===== src/rtl/adc_serial_sampler.sv =====
// adc_serial_sampler: serial-ADC capture engine for an AD7476-class converter.
// Drives CS_n/SCLK, shifts in MSB-first frames, and presents each result on a
// one-entry valid/ready buffer with a sticky overrun flag and a threshold
// compare. Modes: off, continuous, single-shot and trigger-started.
// Optional build macro ADC_AVG_EN: average 2**AVG_LOG2 frames per result.
module adc_serial_sampler #(
    parameter int DATA_W    = 12,
    parameter int LEAD_BITS = 4,
    parameter int CLK_DIV   = 4,
    parameter int QUIET_CYC = 2,
    parameter int AVG_LOG2  = 2
) (
    input  logic              clk,
    input  logic              reset_n,
    input  logic [1:0]        mode,
    input  logic              start,
    input  logic              trig_in,
    output logic              adc_cs_n,
    output logic              adc_sclk,
    input  logic              adc_so,
    output logic [DATA_W-1:0] sample,
    output logic              sample_valid,
    input  logic              sample_ready,
    input  logic [DATA_W-1:0] threshold,
    output logic              above,
    output logic              overrun,
    input  logic              clr_overrun,
    output logic              busy
);

    localparam int FRAME_W = LEAD_BITS + DATA_W;
    localparam int CNT_MAX = (CLK_DIV > QUIET_CYC) ? CLK_DIV : QUIET_CYC;
    localparam int CNT_W   = $clog2(CNT_MAX + 1);
    localparam int BIT_W   = $clog2(FRAME_W + 1);

    localparam logic [CNT_W-1:0] DIV_LAST   = CNT_W'(CLK_DIV - 1);
    localparam logic [CNT_W-1:0] QUIET_LAST = CNT_W'(QUIET_CYC - 1);
    localparam logic [BIT_W-1:0] BIT_LAST   = BIT_W'(FRAME_W - 1);

    localparam logic [1:0] MODE_OFF    = 2'b00;
    localparam logic [1:0] MODE_CONT   = 2'b01;
    localparam logic [1:0] MODE_SINGLE = 2'b10;
    localparam logic [1:0] MODE_TRIG   = 2'b11;

    typedef enum logic [1:0] {IDLE, SETUP, SHIFT, QUIET} state_t;

    state_t             state, state_next;
    logic [CNT_W-1:0]   cyc_cnt;
    logic [BIT_W-1:0]   bit_cnt;
    logic               sclk_high;      // second half of the current bit
    logic               sclk_low_next;
    logic [DATA_W-1:0]  shift_reg;
    logic [DATA_W-1:0]  result;
    logic               frame_end;      // last bit finished normally
    logic               abort;          // mode went off mid-frame
    logic               frame_done;     // result is valid this cycle
    logic               more_frames;
    logic               div_end;
    logic               trig_meta, trig_sync, trig_prev, trig_rise;

    assign div_end   = (cyc_cnt == DIV_LAST);
    assign trig_rise = trig_sync & ~trig_prev;
    assign busy      = (state != IDLE);

    // Next-state decode, abort/completion strobes and next SCLK level
    always_comb begin
        // NOTE: every output of this block gets a default first, so no path leaves one unassigned and no latch is inferred.
        state_next = state;
        frame_end  = 1'b0;
        abort      = 1'b0;
        case (state)
            IDLE: begin
                if (mode == MODE_CONT ||
                    (mode == MODE_SINGLE && start) ||
                    (mode == MODE_TRIG && trig_rise))
                    state_next = SETUP;
            end
            SETUP: begin
                if (mode == MODE_OFF) begin
                    state_next = QUIET;
                    abort      = 1'b1;
                end else if (div_end) begin
                    state_next = SHIFT;
                end
            end
            SHIFT: begin
                if (mode == MODE_OFF) begin
                    state_next = QUIET;
                    abort      = 1'b1;
                end else if (div_end && sclk_high && bit_cnt == BIT_LAST) begin
                    state_next = QUIET;
                    frame_end  = 1'b1;
                end
            end
            QUIET: begin
                if (cyc_cnt == QUIET_LAST)
                    state_next = (mode == MODE_CONT || more_frames) ? SETUP : IDLE;
            end
            default: state_next = IDLE;
        endcase

        // SCLK is low in the first half of each bit; entering SHIFT starts low.
        if (state_next != SHIFT)
            sclk_low_next = 1'b0;
        else if (state != SHIFT)
            sclk_low_next = 1'b1;
        else
            sclk_low_next = div_end ? sclk_high : ~sclk_high;
    end

    // State register and registered pin drivers (glitch-free CS_n/SCLK)
    always_ff @(posedge clk or negedge reset_n) begin
        if (!reset_n) begin
            state    <= IDLE;
            adc_cs_n <= 1'b1;
            adc_sclk <= 1'b1;
        end else begin
            // NOTE: sequential state uses non-blocking assignments so every flop samples pre-edge values.
            state    <= state_next;
            adc_cs_n <= ~(state_next == SETUP || state_next == SHIFT);
            adc_sclk <= ~sclk_low_next;
        end
    end

    // Phase counters; they reload on every state change and every half-bit
    always_ff @(posedge clk or negedge reset_n) begin
        if (!reset_n) begin
            cyc_cnt   <= '0;
            bit_cnt   <= '0;
            sclk_high <= 1'b0;
        end else if (state_next != state) begin
            cyc_cnt   <= '0;
            bit_cnt   <= '0;
            sclk_high <= 1'b0;
        end else if (state == SHIFT) begin
            if (div_end) begin
                cyc_cnt   <= '0;
                sclk_high <= ~sclk_high;
                if (sclk_high)
                    bit_cnt <= bit_cnt + BIT_W'(1);
            end else begin
                cyc_cnt <= cyc_cnt + CNT_W'(1);
            end
        end else if (state == SETUP || state == QUIET) begin
            cyc_cnt <= cyc_cnt + CNT_W'(1);
        end
    end

    // Shift adc_so in on the edge that raises SCLK; lead bits fall off the top
    always_ff @(posedge clk or negedge reset_n) begin
        if (!reset_n)
            shift_reg <= '0;
        else if (state == SHIFT && !sclk_high && div_end && mode != MODE_OFF)
            shift_reg <= {shift_reg[DATA_W-2:0], adc_so};
    end

    // Two-flop trigger synchroniser plus edge-detect history
    always_ff @(posedge clk or negedge reset_n) begin
        if (!reset_n) begin
            trig_meta <= 1'b0;
            trig_sync <= 1'b0;
            trig_prev <= 1'b0;
        end else begin
            trig_meta <= trig_in;
            trig_sync <= trig_meta;
            trig_prev <= trig_sync;
        end
    end

`ifdef ADC_AVG_EN
    localparam int SUM_W = DATA_W + AVG_LOG2;

    logic [SUM_W-1:0]    acc;
    logic [SUM_W-1:0]    frame_sum;
    logic [AVG_LOG2-1:0] avg_cnt;
    logic [DATA_W-1:0]   result_q;

    assign frame_sum   = acc + SUM_W'(shift_reg);
    assign more_frames = (mode != MODE_OFF) && (avg_cnt != '0);
    assign result      = result_q;

    // Accumulate frames; emit the truncated mean when the group completes
    always_ff @(posedge clk or negedge reset_n) begin
        if (!reset_n) begin
            acc        <= '0;
            avg_cnt    <= '0;
            result_q   <= '0;
            frame_done <= 1'b0;
        end else begin
            frame_done <= 1'b0;
            if (abort || (state == QUIET && state_next == IDLE && !frame_done)) begin
                acc     <= '0;
                avg_cnt <= '0;
            end else if (frame_end) begin
                avg_cnt <= avg_cnt + AVG_LOG2'(1);
                if (&avg_cnt) begin
                    result_q   <= frame_sum[SUM_W-1:AVG_LOG2];
                    acc        <= '0;
                    frame_done <= 1'b1;
                end else begin
                    acc <= frame_sum;
                end
            end
        end
    end
`else
    assign more_frames = 1'b0;
    assign result      = shift_reg;

    // Every completed frame is a result, ready on the first QUIET cycle
    always_ff @(posedge clk or negedge reset_n) begin
        if (!reset_n)
            frame_done <= 1'b0;
        else
            frame_done <= frame_end;
    end
`endif

    // One-entry output buffer with threshold compare
    always_ff @(posedge clk or negedge reset_n) begin
        if (!reset_n) begin
            sample       <= '0;
            sample_valid <= 1'b0;
            above        <= 1'b0;
        end else if (frame_done) begin
            if (!sample_valid || sample_ready) begin
                sample       <= result;
                sample_valid <= 1'b1;
                above        <= (result >= threshold);
            end
        end else if (sample_ready) begin
            sample_valid <= 1'b0;
        end
    end

    // Sticky overrun: a dropped result beats a same-cycle clear
    always_ff @(posedge clk or negedge reset_n) begin
        if (!reset_n)
            overrun <= 1'b0;
        else if (frame_done && sample_valid && !sample_ready)
            overrun <= 1'b1;
        else if (clr_overrun)
            overrun <= 1'b0;
    end

endmodule


===== config.mk =====
export PLATFORM = sky130hd
export DESIGN_NAME = adc_serial_sampler
export DESIGN_NICKNAME = d
export VERILOG_FILES = /design/src/rtl/adc_serial_sampler.sv
export SDC_FILE = /design/constraint.sdc
export NUM_CORES = 1
export LEC_CHECK = 0
export CAP_MARGIN = 20
export CELL_PAD_IN_SITES_DETAIL_PLACEMENT = 0
export CELL_PAD_IN_SITES_GLOBAL_PLACEMENT = 1
export CORE_MARGIN = 1.5
export CORE_UTILIZATION = 35
export DETAILED_ROUTE_END_ITERATION = 8
export GPL_TIMING_DRIVEN = 0
export HOLD_SLACK_MARGIN = 0.08
export PLACE_DENSITY_LB_ADDON = 0.3
export SLEW_MARGIN = 20
export SYNTH_ARGS = -nofsm -noshare
export SYNTH_HDL_FRONTEND = slang
export SYNTH_SLANG_ARGS = --single-unit

===== constraint.sdc =====
create_clock -name clk -period 2.9 [get_ports clk]
set_input_delay 0.58 -clock clk [delete_from_list [all_inputs] [get_ports clk]]
set_output_delay 0.58 -clock clk [all_outputs]
set_load 0.05 [all_outputs]

==> flow_summary.json <==
{
  "cts_buffer_depth": 2,
  "cts_setup_buffers": 0,
  "min_period_over_period_pct": 88.7,
  "grt_max_degree": 25,
  "hold_ws_ps": 267,
  "core_um2": 5960,
  "cts_num_sinks": 44,
  "setup_viol": 0,
  "synth-seq-area-share_pct": 50.9,
  "cts_tree": "yes",
  "cp-end-kind": "primary output",
  "wirelength_mm": 3.95,
  "multiInputGateArea_um2": 960,
  "fin_util_pct": 46.3,
  "ant_nets": 0,
  "num_rows": 28,
  "path_clk_slew_ps": 90,
  "cp_max_fo": 10,
  "tightest_slew_ps": 580,
  "dp_hpwl_mm": 2.95,
  "avgRoutedWirePerCell_um": 12.7,
  "antenna_cells_inserted": 0,
  "final_common_cell": "dfrtp_1",
  "reg2reg_depth": 6,
  "drive_above_1_share_pct": 17.7,
  "syn_nets": 229,
  "vias": 1487,
  "status": "complete, no violations",
  "track_usage_pct": 13.8,
  "drc": 0,
  "finClkSkew_ps": 9.17,
  "ys_types": 37,
  "timing.final.hold_violations": 0,
  "start_util_pct": 36.4,
  "rsz0062_at_grt": "no",
  "clock_latency_ps": 300,
  "power.leakage_nw": 1.35,
  "instances_no_fill": 312,
  "die_w_um": 81.7,
  "place_inst": 304,
  "io_pins": 39,
  "antenna_found_initial": 0,
  "cap_violations": 0,
  "ctsHoldBuffers": 0,
  "stdcell_area_um2": 2760,
  "power_density_nw_per_um2": 613,
  "filler_cell_count": 557,
  "postPlaceCellArea_um2": 2670,
  "drv_slew": 0,
  "ys_seq_elements": 44,
  "cts_buffers": 5,
  "yosys_warnings": 0,
  "cp-start-kind": "register",
  "slew_headroom_pct": 61.3,
  "grt_pass1_wl_mm": 6.80,
  "worstSetupPathType": "reg -> out",
  "routed_via_density": 4.77,
  "max_freq_mhz": 389,
  "grt_pass1_vias": 1454,
  "cp.required_ps": 2320,
  "drt_iter0_drc": 43,
  "ir_drop_mv": 0.321,
  "root_buffer": "clkbuf_8",
  "syn_area_um2": 2170,
  "ff2ff_setup_slack_ps": 900,
  "mostFrequentLayoutCells": "42 x dfrtp_1, 37 x clkdlybuf4s50_1, 22 x mux2_2",
  "min_period_ps": 2570,
  "syn_avg_cell_area_um2": 11.4,
  "seq_area_um2": 1100,
  "finalNetCount": 275,
  "port-buffer-count": 38,
  "cts.repair.resized": 0,
  "hold_path_class": "in -> async",
  "drtPass1Iterations": 4,
  "place_congestion": 0.733,
  "syn_inst": 190,
  "fp.dieArea_um2": 6680,
  "fin_setup_tns_ps": 0,
  "overflow": 0,
  "syn_to_final_growth_pct": 27.2,
  "cp.arrival_ps": 1990,
  "die_y_um": 81.7,
  "htreeDepth": 2
}
==> metrics by stage <==
step	total power, mW	setup WS, ps
after floorplan	1.14	1100
after global placement	1.30	27.4
after detailed placement	1.31	481
after CTS	1.72	306
after global routing	1.84	113
final	1.69	326
==> state kept, by name, summed over array words and instances, names as in the netlist, 2 cells and up <==
name and cells:
cyc_cnt 3, state 2, bit_cnt 5, sample 12, result 12
==> power breakdown <==
| group | internal [mW] | switching (mW) |
|---|---|---|
| sequential | 0.699 | 0.0637 |
| combinational | 0.225 | 0.306 |
| clock | 0.190 | 0.208 |
==> layout make-up <==
class	instances	area share, %
Buffer	7	1.36
Clock buffer	6	2.99
Clock inverter	2	0.363
Inverter	18	2.45
Multi-Input combinational cell	121	34.8
Sequential cell	44	40.0
Tap cell	75	3.40
Timing Repair Buffer	39	14.6
==> synthesized netlist by cell type <==
library cell	count	share of area, %
nor3_1	9	2.1
mux2_2	22	11
and2_1	1	0.29
and2b_1	1	0.35
ha_1	18	10
nor2b_1	2	0.58
o211ai_1	1	0.35
a211oi_1	2	0.69
mux2i_1	3	1.4
or2_2	1	0.29
a2111oi_0	1	0.40
a31oi_1	2	0.58
nor3b_4	1	0.87
buf_4	1	0.35
and4bb_2	1	0.58
a22oi_1	1	0.35
o21ai_0	9	2.1
nor4_1	1	0.29
nor2_1	5	0.87
and3_1	3	0.87
clkbuf_1	2	0.35
xnor2_1	1	0.40
o21a_1	1	0.35
nand3_1	3	0.69
o31ai_1	1	0.35
a21oi_1	7	1.6
o22ai_1	2	0.58
xor2_1	4	1.6
clkbuf_4	1	0.35
inv_1	18	3.1
nand2b_1	4	1.2
dfstp_2	2	2.4
buf_2	3	0.69
nand2_1	11	1.9
nand4_1	2	0.58
dfrtp_1	42	48
nand3b_1	1	0.35
==> logic make-up after synthesis <==
family | share of synthesized area, %
simple gates | 11.7
flops | 50.9
compound gates | 7.33
buf+inv | 4.85
mux | 12.8
fa+ha+maj | 10.4
xor+xnor | 2.02
==> worst paths after layout <==
| kind | startpoint | endpoint |
|---|---|---|
| min reg2reg | trig_meta | trig_sync |
| min | reset_n | sample[4] |
| max reg2reg | cyc_cnt[0] | result[3] |
| max | state[0] | busy |
| min in group clk | trig_meta | trig_sync |
| max in group asynchronous | reset_n | cyc_cnt[1] |
==> critical path: stages, from the launching register on <==
cell	delay, ps
dfrtp_1	360
clkbuf_1	300
nor2_1	170
inv_1	80
clkdlybuf4s50_1	790
==> layer usage <==
layer	track usage [%]	part of all wire [%]
met5	0	0
met4	5.59	1.8
met3	4.89	5.7
met2	20.2	41
met1	18.6	52
Power figures use the tool's default switching activity.
